$ cat src/rtl/ram_arbiter_pkg.sv
// Shared constants for the two-port RAM arbiter: port identities, the tie-breaker
// reset value, default burst limit and RAM word geometry.
package ram_arbiter_pkg;

  localparam int DATA_W           = 32;
  localparam int WE_W             = DATA_W / 8;
  localparam int MAXBURST_DEFAULT = 16;

  typedef enum logic {
    PORT_M0 = 1'b0,
    PORT_M1 = 1'b1
  } port_e;

  // Port 1 counts as most recently granted out of reset, so port 0 wins the first tie.
  localparam port_e LAST_RESET = PORT_M1;

endpackage

$ cat src/rtl/ram_arbiter_burst_limiter.sv
// Lock and burst-length tracking for port 1: keeps the lock across granted cycles
// and asks for a yield once MAXBURST locked grants have starved port 0.
module burst_limiter
  import ram_arbiter_pkg::*;
#(
  parameter int MAXBURST = MAXBURST_DEFAULT
) (
  input  logic clk,
  input  logic reset,
  input  logic grant_i,
  input  logic lock_i,
  input  logic contend_i,
  output logic locked_o,
  output logic force_yield_o
);

  localparam int CW = $clog2(MAXBURST + 1);

  logic          lock_q, lock_d;
  logic [CW-1:0] cnt_q, cnt_d;

  always_ff @(posedge clk) begin
    if (reset) begin
      lock_q <= 1'b0;
      cnt_q  <= '0;
    end else begin
      lock_q <= lock_d;
      cnt_q  <= cnt_d;
    end
  end

  // Without a port 1 grant, a pending port 0 request means port 0 took the cycle,
  // which ends the burst; a fully idle cycle keeps the lock.
  always_comb begin
    lock_d = lock_q;
    cnt_d  = '0;
    if (grant_i) begin
      lock_d = lock_i;
      if (lock_i) begin
        cnt_d = contend_i ? cnt_q + 1'b1 : cnt_q;
      end
    end else if (contend_i) begin
      lock_d = 1'b0;
    end
  end

  assign locked_o      = lock_q;
  assign force_yield_o = (cnt_q == CW'(MAXBURST));

endmodule

$ cat src/rtl/ram_arbiter.sv
// Two-port arbiter in front of a synchronous-read RAM: port 0 (CPU) and port 1
// (burst loader) share one access per cycle with fair alternation and bounded bursts.
module ram_arbiter
  import ram_arbiter_pkg::*;
#(
  parameter int AW       = 11,
  parameter int MAXBURST = MAXBURST_DEFAULT
) (
  input  logic              clk,
  input  logic              reset,
  input  logic              m0_req,
  input  logic [WE_W-1:0]   m0_we,
  input  logic [AW-1:0]     m0_addr,
  input  logic [DATA_W-1:0] m0_wdata,
  output logic              m0_gnt,
  output logic              m0_rvalid,
  input  logic              m1_req,
  input  logic [WE_W-1:0]   m1_we,
  input  logic [AW-1:0]     m1_addr,
  input  logic [DATA_W-1:0] m1_wdata,
  input  logic              m1_lock,
  output logic              m1_gnt,
  output logic              m1_rvalid,
  output logic [DATA_W-1:0] rdata,
  output logic              ram_re,
  output logic [WE_W-1:0]   ram_wrlanes,
  output logic [AW-1:0]     ram_addr,
  output logic [DATA_W-1:0] ram_wdata,
  input  logic [DATA_W-1:0] ram_rdata
);

  port_e last_q, last_d;
  logic  rv0_q, rv0_d;
  logic  rv1_q, rv1_d;
  logic  locked, force_yield;

  burst_limiter #(
    .MAXBURST (MAXBURST)
  ) u_burst_limiter (
    .clk           (clk),
    .reset         (reset),
    .grant_i       (m1_gnt),
    .lock_i        (m1_lock),
    .contend_i     (m0_req),
    .locked_o      (locked),
    .force_yield_o (force_yield)
  );

  // Grant decision, purely combinational from state and current requests.
  always_comb begin
    m0_gnt = 1'b0;
    m1_gnt = 1'b0;
    if (!reset) begin
      if (m0_req && m1_req) begin
        if (locked) begin
          m1_gnt = !force_yield;
        end else begin
          m1_gnt = (last_q == PORT_M0);
        end
        m0_gnt = !m1_gnt;
      end else begin
        m0_gnt = m0_req;
        m1_gnt = m1_req;
      end
    end
  end

  always_comb begin
    last_d = last_q;
    if (m1_gnt) begin
      last_d = PORT_M1;
    end else if (m0_gnt) begin
      last_d = PORT_M0;
    end
    rv0_d = m0_gnt && (m0_we == '0);
    rv1_d = m1_gnt && (m1_we == '0);
  end

  always_ff @(posedge clk) begin
    if (reset) begin
      last_q <= LAST_RESET;
      rv0_q  <= 1'b0;
      rv1_q  <= 1'b0;
    end else begin
      last_q <= last_d;
      rv0_q  <= rv0_d;
      rv1_q  <= rv1_d;
    end
  end

  // Idle cycles park address/data on port 0 so the RAM pins only toggle with the CPU.
  always_comb begin
    ram_re      = m0_gnt || m1_gnt;
    ram_wrlanes = '0;
    ram_addr    = m0_addr;
    ram_wdata   = m0_wdata;
    if (m1_gnt) begin
      ram_wrlanes = m1_we;
      ram_addr    = m1_addr;
      ram_wdata   = m1_wdata;
    end else if (m0_gnt) begin
      ram_wrlanes = m0_we;
    end
  end

  assign m0_rvalid = rv0_q && !reset;
  assign m1_rvalid = rv1_q && !reset;
  assign rdata     = ram_rdata;

  a_onehot_gnt : assert property (@(posedge clk) !(m0_gnt && m1_gnt));
  a_gnt_has_req : assert property (@(posedge clk) (!m0_gnt || m0_req) && (!m1_gnt || m1_req));

endmodule

$ cat config.mk
export PLATFORM = sky130hd
export DESIGN_NAME = ram_arbiter
export DESIGN_NICKNAME = d
export VERILOG_FILES = /design/src/rtl/ram_arbiter_pkg.sv /design/src/rtl/ram_arbiter_burst_limiter.sv /design/src/rtl/ram_arbiter.sv
export SDC_FILE = /design/constraint.sdc
export NUM_CORES = 1
export LEC_CHECK = 0
export ABC_AREA = 1
export ABC_CLOCK_PERIOD_IN_PS = 1700
export CORE_MARGIN = 1
export CORE_UTILIZATION = 21
export CTS_CLUSTER_SIZE = 20
export DETAILED_ROUTE_END_ITERATION = 6
export PLACE_DENSITY = 0.78
export SYNTH_ARGS = -nofsm -noshare
export SYNTH_HDL_FRONTEND = slang
export SYNTH_SLANG_ARGS = --single-unit
$ cat constraint.sdc
create_clock -name clk -period 1.7 [get_ports clk]
set_input_delay 0.425 -clock clk [delete_from_list [all_inputs] [get_ports clk]]
set_output_delay 0.425 -clock clk [all_outputs]
set_load 0.05 [all_outputs]
======== Yosys cells after proc, flatten, opt, wreduce, memory -nomap -nowiden ========
Index checks and enable logic that the tools add are counted.
storage, ports and cells
  register bits after elaboration ......... 9
  input bits .............................. 131
  output and inout port bits .............. 84
  word-level logic and storage cells ...... 37
cells by class
  add/subtract/negate cells ............... 1
  eq/ne operators ......................... 1
  mux-type cells .......................... 13
  bitwise logic cells ..................... 3
  reductions and logical operators ........ 14
operators by type and width
  operator                                                       number
  32-bit two-way mux                                             1
  11-bit two-way mux                                             1
  1-bit two-way mux                                              9
  4-bit logical NOT                                              2
  4-bit two-way mux                                              2
  5-bit by 1-bit adder with 5-bit output, second input constant  1
  5-bit == test, second input constant                           1
  1-bit logical AND                                              5
  1-bit logical NOT                                              3
  1-bit NOT                                                      3
  3-bit OR reduction                                             1
  2-bit nonzero test                                             1
  2-bit OR reduction                                             1
  1-bit logical OR                                               1

======== Logic depth before layout (Yosys ltp) ========
Gate-level depths: netlist (run 1).
  depth in word-level cells ............... 10
  depth in mapped cells ................... 11
  gate-level depth less buffers ........... 10

======== Modules after synthesis ========
A second synthesis (run 1) with hierarchy kept.
second synthesis, totals
  cell total of the unflattened synthesis .. 267
  area, all modules ....................... 1,478.9 um^2
modules (own cells, without submodules)
  module         instances  cells an instance  area each (um^2)  seq. area each (um^2)
  ram_arbiter    1          226                1,189.9           60.1
  burst_limiter  1          41                 289.0             120.1

======== Worst setup path after synthesis (run 1) ========
OpenSTA, ideal clock, no wires.
  path type ............................... register to output
  start point ............................. register u_burst_limiter.cnt_q[0]
  end point ............................... output port ram_addr[0]
  data arrival time ....................... 1.567 ns
  data required time ...................... 1.275 ns
  path slack .............................. -0.292 ns
  stages on the path, launching flop included .. 12
  path buffers ............................ 2
  cells stage by stage .................... dfxtp_1 inv_1 ha_1 nand2_1 inv_1 nand3_1 nand2_2 nand2_4 buf_6 buf_6 nand3_1 nand2_1
on the way
  word-level cells in the longest chain between the ends .. 8
RTL lines
  what                      RTL line                         RTL
  start: declaration        ram_arbiter_burst_limiter.sv:20  logic [CW-1:0] cnt_q, cnt_d;
  start signal: assignment  ram_arbiter_burst_limiter.sv:28  cnt_q <= cnt_d;
  5-bit == test             ram_arbiter_burst_limiter.sv:48  assign force_yield_o = (cnt_q == CW'(MAXBURST));
  1-bit logical NOT         ram_arbiter.sv:56                m1_gnt = !force_yield;
  1-bit two-way mux         ram_arbiter.sv:55                if (locked) begin
  1-bit two-way mux         ram_arbiter.sv:54                if (m0_req && m1_req) begin
  1-bit two-way mux         ram_arbiter.sv:53                if (!reset) begin
  1-bit two-way mux         ram_arbiter.sv:54
  1-bit two-way mux         ram_arbiter.sv:53
  11-bit two-way mux        ram_arbiter.sv:97                if (m1_gnt) begin
  end: declaration          ram_arbiter.sv:27                output logic [AW-1:0] ram_addr,
No other way between the ends. The select of a mux whose other input is x is not followed.

======== Worst setup path after layout (run 1) ========
  start point ............................. register u_burst_limiter.cnt_q[0]
  end point ............................... output port ram_wdata[25]
on the way
  word-level cells in the longest chain between the ends .. 8
RTL lines
  what                RTL line                         RTL
  5-bit == test       ram_arbiter_burst_limiter.sv:48
  1-bit logical NOT   ram_arbiter.sv:56
  1-bit two-way mux   ram_arbiter.sv:55
  1-bit two-way mux   ram_arbiter.sv:54
  1-bit two-way mux   ram_arbiter.sv:53
  1-bit two-way mux   ram_arbiter.sv:54
  1-bit two-way mux   ram_arbiter.sv:53
  32-bit two-way mux  ram_arbiter.sv:97
  end: declaration    ram_arbiter.sv:28                output logic [DATA_W-1:0] ram_wdata,
No other way between the ends. The select of a mux whose other input is x is not followed.

==> results of run 1 <==
area by class of cell:
class	instances	share of cell area, %
timing repair buffer	183	54.8
multi-input combinational	187	36.9
sequential	9	4.00
tap	77	2.11
inverter	12	1.12
clock buffer	3	0.905
clock inverter	1	0.110
registers in the layout, indices dropped and copies added, names as in the netlist:
register	flops
last_q	1
rv0_q	1
rv1_q	1
u_burst_limiter.cnt_q	5
u_burst_limiter.locked_o	1
how the worst max path moves through the flow:
| stage | endpoint |
|---|---|
| floorplan | ram_addr[0] |
| global placement | ram_addr[4] |
| detailed placement | ram_wdata[6] |
| CTS | ram_wdata[16] |
| global route | ram_wdata[25] |
| finish | ram_wdata[25] |
per-layer routing:
metal / up-vias / track usage (%)
met5: - / 0
met4: 0 / 5.02
met3: 20 / 5.44
met2: 127 / 37.6
met1: 1012 / 21.0
li1: 1059 / -
stage by stage:
stage,cell area (sq um),setup TNS (ns),util [%]
finish,4560,-21.97,71.1
CTS,4220,-25.52,65.6
floorplan,1810,-3.06,-
detailed placement,3770,-30.78,58.7
global placement,3770,-27.66,58.7
global route,4560,-25.99,71.1
report_power, final:
part           internal, W  switching, W
sequential        0.000215    0.00000237
combinational     0.000903      0.000906
clock             0.000160     0.0000900
cells in the mapped netlist, types with 2 or more instances:
cell type	count
nor2_1	17
buf_2	6
buf_6	6
ha_1	2
nand2_4	2
nand2_1	102
buf_4	32
clkbuf_1	2
nand3_1	49
dfxtp_1	9
nand4_1	5
nor3_1	2
xor2_1	2
inv_1	11
worst max-delay path, cell delays in order (launching register included):
cell and delay (ns):
dfxtp_2 0.33, inv_2 0.05, ha_4 0.15, nand2_2 0.05, inv_2 0.03, nand3_2 0.05, nand2_2 0.07, nand2_4 0.11
buf_12 0.13, nand2_8 0.08, buf_12 0.15, nand2_1 0.12, nand2_4 0.07, buf_12 0.15
what timing repair did:
item                       CTS  global route
setup buffers                6             1
pin swaps                   11            11
setup endpoints to repair   52            50
resized for setup           65            52
gates cloned                 2             7
kinds of logic (layout without fill, tap and decap cells):
family | count (synthesis) | count (layout) | synth area share [%]
adders and majority gates | 2 | 2 | 1.77
and+or+nand+nor | 179 | 180 | 54.6
buffers and inverters | 59 | 199 | 27.9
DFF | 9 | 9 | 12.7
xor gates and xnor gates | 3 | 3 | 1.86
AOI/OAI and AO/OA | 2 | 2 | 1.15
cells in the final DEF, fill, tap and decap left out, drive strengths merged:
master / count
nand2: 106
a21boi: 1
clkbuf: 7
xnor2: 1
buf: 81
clkdlybuf4s50: 95
dlygate4sd2: 3
a21oi: 1
nor2: 17
xor2: 2
nor3: 2
clkinv: 1
ha: 2
clkinvlp: 1
nand3: 50
inv: 11
dfxtp: 9
nand4: 5
==> metrics.md, run 1 <==
| Metric | Value |
|---|---|
| Fill cell instance count of the final layout | `between 400 and 500` |
| Top-level port count | `roughly 220` |
| Die Height | `84.1 microns` |
| Final worst slack | `-0.501 ns` |
| Synth Cell Area | `1410 sq um` |
| Final setup viols | `50` |
| Post-Syn Instances | `254` |
| Area delta synth->final | `223%` |
| # rows | `29` |
| Syn nets | `slightly below 400` |
| First-pass GRT wire length | `11,000 microns` |
| Worst Path Required | `1.27 ns` |
| Critical-path maximum fanout | `6` |
| Clock Latency Late Sink | `~0.24 ns` |
| P_leak | `1.89 nW` |
| Crit Path Class | `register to output pin` |
| CTS sink count | `9` |
| Hold Buf Count CTS | `0` |
| Layout cells sized above 1 | `a little over half` |
| Avg Cell Area, Syn | `about 5.6 sq um` |
| Diodes inserted | `0` |
| Worst min-delay path startpoint | `last_q$_SDFFE_PP1N_` |
| Port buffer count | `150` |
| Worst hold path type | `register to register` |
| DR pass1 iterations | `6` |
| Core Area | `6420 sq um` |
| Min-Delay Path Depth | `2` |
| Clk slew on worst S/H paths | `roughly 0.05 ns` |
| Met2 wire len | `4150 microns` |
| Root buf cell | `clkbuf_8` |
| Violated checks | `DRC, setup timing` |
| Worst Tran Pin Value | `roughly 0.25 ns` |
| Maximum vdd drop | `~0.35 mV` |
| Slew headroom | `a little over four fifths` |
| Non-filler cells, final | `around 470` |
| Seq cells post-synth | `9` |
| RSZ-0062 raised after global routing | `yes` |
| Top_reg_cell synth | `dfxtp_1` |
| FF-to-FF setup slack | `roughly 0.25 ns` |
| Largest cells by area after synthesis | `nand2_1 (27%), nand3_1 (17%), buf_4 (17%)` |
| Crit path time final | `around 2.2 ns` |
| Largest area contributor in the netlist | `nand2_1` |
| Max Cap Viol | `0` |
| Routed met1 length | `approximately 2800 microns` |
| Async set or reset register ratio after synthesis | `0%` |
| Worst R2R Path Depth | `11` |
| Pwr Density | `499 nW/um^2` |
| Hold Path End | `last_q$_SDFFE_PP1N_` |
| Final ANT Viol Nets | `0` |
| Crit share post-route | `129%` |
| Nets | `between 500 and 600` |
| DP Cell Count | `about 450` |
| GPL Wtd Cong | `approximately 0.77` |
| Final hold viol count | `0` |
| Largest net degree at the start of global routing | `25` |
| Final hold slack | `0.466 ns` |
| Final HPWL DP | `~5500 microns` |
| Vias per Instance | `4.70` |
| Num CTS Buffers | `3` |
| WL per Instance | `between 15 and 20 microns` |
| CP endpoint kind | `output pin` |
| Critical Path AT | `1.78 ns` |
| Multi-input combinational cell area | `1690 sq um` |
| Initial Utilization | `22.0%` |
| Distinct cell type count after synthesis | `21` |
| Reg-to-Reg Start | `u_burst_limiter.cnt_q[0]$_SDFFE_PP0P_` |
| Clk_skew | `between 0.009 and 0.01 ns` |
| Synth top area share | `between 20% and 30%` |
| Status | `complete, but fails checks` |
| Vias | `roughly 2,200` |
| Reg-to-reg endpoint | `u_burst_limiter.cnt_q[0]$_SDFFE_PP0P_` |
| Chip Width | `approximately 84 microns` |
| Grt total ovfl | `0` |
| Total wire length | `between 7000 and 8000 microns` |
| F_max | `about 450 MHz` |
| H-tree depth | `1` |
| Residual DRC | `30` |
| Die Footprint | `about 7100 sq um` |
| Pins Over Slew Limit | `0` |
| DR iter-0 viols | `slightly below 70` |
| Critical Path Start | `u_burst_limiter.cnt_q[0]$_SDFFE_PP0P_` |
| Ys Warns | `0` |
| Storage cell area | `between 150 and 200 sq um` |
| Post-synth EDFFs | `0` |
| Critical Path Source Type | `register` |
| Met3 WL | `630 microns` |
| Initial antenna violation count | `0` |
| Sequential share of the synthesized area | `12.7%` |
| Worst-case clock buffer depth | `2` |
| Uppermost layer routed | `met4` |
| Gr usage total | `between 15 and 20%` |
| Power, Total | `approximately 0.0023 W` |
| CTS tree | `built` |
| Vias in the first global route | `2,217` |
| Setup WS pre-CTS | `-0.620 ns` |
Power figures use the tool's default switching activity.
==> inputs of run 2 (changes only) <==
--- a/config.mk
+++ b/config.mk
@@ -9,6 +9,7 @@
 export ABC_CLOCK_PERIOD_IN_PS = 1700
 export CORE_MARGIN = 1
 export CORE_UTILIZATION = 21
+export CTS_CLUSTER_DIAMETER = 50
 export CTS_CLUSTER_SIZE = 20
 export DETAILED_ROUTE_END_ITERATION = 6
 export PLACE_DENSITY = 0.78
==> results of run 2 <==
Same layout as run 1: the final DEF is identical, and so are final timing and power.
